===== src/rtl/move_sequencer.sv =====
// Turn controller for the 4x4 Connect-4 board: accepts a column press, drops a piece,
// hands the move to the win detector, alternates players and latches the game result.
module move_sequencer (
    input  logic        clk,
    input  logic        reset,
    input  logic        btn,
    input  logic [3:0]  sel_col,
    input  logic        chk_done,
    input  logic        chk_win,
    output logic [15:0] gameboard,
    output logic [15:0] player_cells,
    output logic        player,
    output logic        chk_req,
    output logic        bad_move,
    output logic [1:0]  status,
    output logic        busy
);

    typedef enum logic [1:0] {IDLE, PLACE, CHECK, OVER} state_t;

    state_t     state;
    logic       btn_q;
    logic [1:0] col_q;
    logic [2:0] h [4];
    logic [4:0] move_cnt;

    logic       press;
    logic       sel_ok;
    logic [1:0] sel_idx;
    logic [3:0] cell_idx;

    assign press = btn & ~btn_q;

    always_comb begin
        sel_ok  = 1'b1;
        sel_idx = 2'd0;
        case (sel_col)
            4'b0001: sel_idx = 2'd0;
            4'b0010: sel_idx = 2'd1;
            4'b0100: sel_idx = 2'd2;
            4'b1000: sel_idx = 2'd3;
            default: sel_ok  = 1'b0;
        endcase
    end

    // Only reached in PLACE, where the column height is known to be below 4.
    assign cell_idx = {col_q, h[col_q][1:0]};

    always_ff @(posedge clk or posedge reset) begin
        if (reset) begin
            state        <= IDLE;
            btn_q        <= 1'b1;
            col_q        <= 2'd0;
            for (int i = 0; i < 4; i++) h[i] <= 3'd0;
            move_cnt     <= 5'd0;
            gameboard    <= 16'h0;
            player_cells <= 16'h0;
            player       <= 1'b0;
            chk_req      <= 1'b0;
            bad_move     <= 1'b0;
            status       <= 2'b00;
            busy         <= 1'b0;
        end else begin
            btn_q    <= btn;
            chk_req  <= 1'b0;
            bad_move <= 1'b0;
            case (state)
                IDLE: begin
                    if (press) begin
                        if (!sel_ok || h[sel_idx] == 3'd4) begin
                            bad_move <= 1'b1;
                        end else begin
                            col_q <= sel_idx;
                            busy  <= 1'b1;
                            state <= PLACE;
                        end
                    end
                end
                PLACE: begin
                    gameboard[cell_idx]    <= 1'b1;
                    player_cells[cell_idx] <= player;
                    h[col_q]               <= h[col_q] + 3'd1;
                    move_cnt               <= move_cnt + 5'd1;
                    chk_req                <= 1'b1;
                    state                  <= CHECK;
                end
                CHECK: begin
                    if (chk_done) begin
                        busy <= 1'b0;
                        // A win on the last cell outranks the draw.
                        if (chk_win) begin
                            status <= {player, ~player};
                            state  <= OVER;
                        end else if (move_cnt == 5'd16) begin
                            status <= 2'b11;
                            state  <= OVER;
                        end else begin
                            player <= ~player;
                            state  <= IDLE;
                        end
                    end
                end
                default: ;
            endcase
        end
    end

endmodule


===== config.mk =====
export PLATFORM = sky130hd
export DESIGN_NAME = move_sequencer
export DESIGN_NICKNAME = d
export VERILOG_FILES = /design/src/rtl/move_sequencer.sv
export SDC_FILE = /design/constraint.sdc
export NUM_CORES = 1
export LEC_CHECK = 0
export BUFFER_PORTS_ARGS = -buffer_cell sky130_fd_sc_hd__buf_4
export CAP_MARGIN = 30
export CORE_UTILIZATION = 45
export CTS_CLUSTER_DIAMETER = 30
export DETAILED_ROUTE_END_ITERATION = 8
export GPL_TIMING_DRIVEN = 0
export PLACE_DENSITY = 0.67
export SYNTH_ARGS = -nofsm -noshare
export SYNTH_HDL_FRONTEND = slang
export SYNTH_SLANG_ARGS = --single-unit

===== constraint.sdc =====
create_clock -name clk -period 2.3 [get_ports clk]
set_input_delay 0.115 -clock clk [delete_from_list [all_inputs] [get_ports clk]]
set_output_delay 0.115 -clock clk [all_outputs]
set_load 0.05 [all_outputs]

==> results.toml <==
[run_status]
run_status = "finished clean"

[drt]
dr_total_vias = 1769
drt_iter0_markers = 83
ant_nets = 0
via_per_inst = 4.93
drcViolationCount = 0
dr.pass1.iters = 4
wl_mm = 4.80
wl_per_cell_um = 13.4

[floorplanning]
ios = 47
dieArea_mm2 = 0.00617
fp.dieW_um = 78.5
die_h_um = 78.5
core_area_mm2 = 0.00557
initial_utilization_pct = 47.3
fp-row-count = 27

[synth]
synth_top_area_share_pct = 56.0
yosys_warnings = 0
async_flop_share_pct = 100
synth_area_leader_cell = "dfrtp_1"
synth_area_leaders = "dfrtp_1 (56%), mux2_2 (6.8%), ha_1 (4.3%), nand2b_1 (4.3%), nand2_1 (3.0%)"
syn_area_mm2 = 0.00264
syn-instance-count = 222
ys_seq_area_share_pct = 57.0
synth_ff_type = "dfrtp_1"
synth_edf_count = 0
syn_nets = 240
synth.ff_latch_count = 60
synth.distinct_cells = 38
postSynthAreaPerCell_um2 = 11.9

[clocking]
insertion_delay_ps = 330
cts_resized = 0
clock_path_buffers = 2
post_cts_buffers = 0
htreeDepth = 3
cts.sinks = 60
root_buffer = "clkbuf_8"
cts_buffers = 9
cts_tree = "yes"
path_clk_slew_ps = 70
cts.hold.buffers_added = 3

[placed_design]
numPortBuffers = 46
globalplace.congestion = 0.803
hpwl_mm = 3.51
place_area_mm2 = 0.00309
dpl.cell_count = 341

[sta]
final.min_clock_period_ps = 2080
timing.fmax_mhz = 480
report.final.slew_viol_count = 0
rsz0062_at_grt = "false"
maxSlewHeadroom_pct = 54.2
worst_pin_slew_ps = 684
finalCritPeriodShare_pct = 90.5
hold_viol = 0
setup_violations = 0
skew_ps = 11.7
finalSetupTns_ps = 0
whs_ps = 49.5

[setup_path]
rr_endpoint = "player_cells[7]"
crit_fanout = 10
cp-endpoint = "player_cells[7]"
r2r_cells = 6
crit_path_start_kind = "register"
cpPeakStageDelay_ps = 610
cpMaxStageDelayCell = "nor3b_2"
crit_required_ps = 2520
reg2reg_slack_ps = 220
worstSetupStartpoint = "state[1]"
worstPathArrival_ps = 2300
critical_path.cell_chain = "inv_1 -> ha_1 -> buf_2 -> nor3b_2 -> nand2_1 -> mux2_2"
end_kind = "register"
rr_startpoint = "state[1]"
criticalPathCategory = "register to register"

[finish]
area_delta_synth_final_pct = 25.1
final_net_count = 301
final_common_cell = "dfrtp_1"
final_area_mm2 = 0.00330
fillers = 484
diodes = 0
finish.utilization_pct = 59.2
layout-drive-gt1-share_pct = 32.8
final_cell_mix = "dfrtp_1 (59), buf_4 (46), nand2_1 (21)"
final_cells = 359

[power]
power_density_mw_per_mm2 = 1600
comb_power_share_pct = 50.9
ir_worst_vdd_mv = 0.787
pwr-share-seq_pct = 33.2
intPower_w = 0.00288
p_leak_nw = 1.57
net-switching-power_w = 0.00241
sw_frac_of_total_pct = 45.5
clkPwrFrac_pct = 15.9

[global_routing]
grt_pass1_vias = 1742
grt_use_total_pct = 17.8
overflow = 0
antenna_found_initial = 0
grt_max_degree = 35
grt_pass1_wl_mm = 8.16

[min_path]
hp-class = "input port to register"
hp-start = "chk_done"

[flow_run]
cap_violations = 0
-- critical path, delay by kind of cell (launching register included) --
kind / cells / cell delay [ps]
adders and majority gates: 1 / 190
buffers and inverters: 2 / 290
DFF: 1 / 400
muxes: 1 / 300
and+or+nand+nor: 2 / 780
-- synthesized netlist by cell type (2+ instances only) --
cell type and n:
inv_1 9, o21ai_1 2, xor2_1 3, nand2_1 21
a31oi_1 3, nor3b_2 2, or2_2 2, nor2b_1 2
mux4_2 3, ha_1 9, dfrtp_1 59, nand2b_1 18
xnor2_1 5, o21ai_0 2, clkbuf_1 3, mux2_2 16
a21oi_1 13, nor3b_1 5, nand4_1 2, buf_2 5
nand3b_1 2, or4b_1 3, nor2_1 16, and3_1 3
-- worst min path at each step --
stage | slack, ps | cells past startpoint | to
2_1_floorplan | 120 | 0 | btn_q
3_3_place_gp | 240 | 1 | btn_q
3_5_place_dp | 230 | 2 | gameboard[5]
4_1_cts | 40 | 2 | status[0]
5_1_grt | 50 | 2 | status[0]
6_report | 50 | 2 | status[0]
-- sequential cells by signal, summed over array words and instances, names as in the netlist --
signal / cells
col_q: 2
player_cells: 16
gameboard: 16
busy: 1
move_cnt: 5
player: 1
state: 2
h: 12
btn_q: 1
bad_move: 1
status: 2
chk_req: 1
-- area by class of cell --
class                           instances  area (um^2)  area share, %
Clock inverter                          4         25.0          0.759
Sequential cell                        60         1500           45.6
Timing Repair Buffer                   50          395           12.0
Buffer                                  8         36.3           1.10
Tap cell                               72         90.1           2.73
Multi-Input combinational cell        145         1060           32.2
Clock buffer                           11          151           4.59
Inverter                                9         33.8           1.02
-- per-layer routing --
metal / wire length [um] / up-vias / GRT usage [%]
met4: 68 / 0 / 6.67
met1: 2310 / 837 / 22.8
li1: - / 884 / -
met5: 0 / - / 0
met3: 230 / 8 / 6.16
met2: 2190 / 40 / 27.6
-- cell families (layout without fill, tap and decap cells) --
family                     after synthesis  count (layout)  share of synthesized area, %
adders and majority gates                9               9                          4.27
DFF                                     60              60                          57.0
AOI/OAI and AO/OA                       29              29                          7.07
buffers and inverters                   17              82                          2.66
and+or+nand+nor                         79              79                          16.5
muxes                                   20              20                          9.82
xor gates and xnor gates                 8               8                          2.66
-- through the flow --
step	total power [W]	worst slack (ps)
final	0.00529	219
after global placement	0.00443	-87.7
after CTS	0.00535	199
after detailed placement	0.00449	202
after floorplan	0.00372	464
after global routing	0.00565	4.94
-- power by group through the flow --
stage	Combinational, W	Sequential [W]	Clock [W]
floorplan	0.00111	0.00261	0
global placement	0.00266	0.00177	0
detailed placement	0.00272	0.00177	0
CTS	0.00273	0.00176	0.000864
global route	0.00292	0.00181	0.000913
finish	0.00269	0.00175	0.000843
No activity file was read; power rests on OpenSTA's default activity.
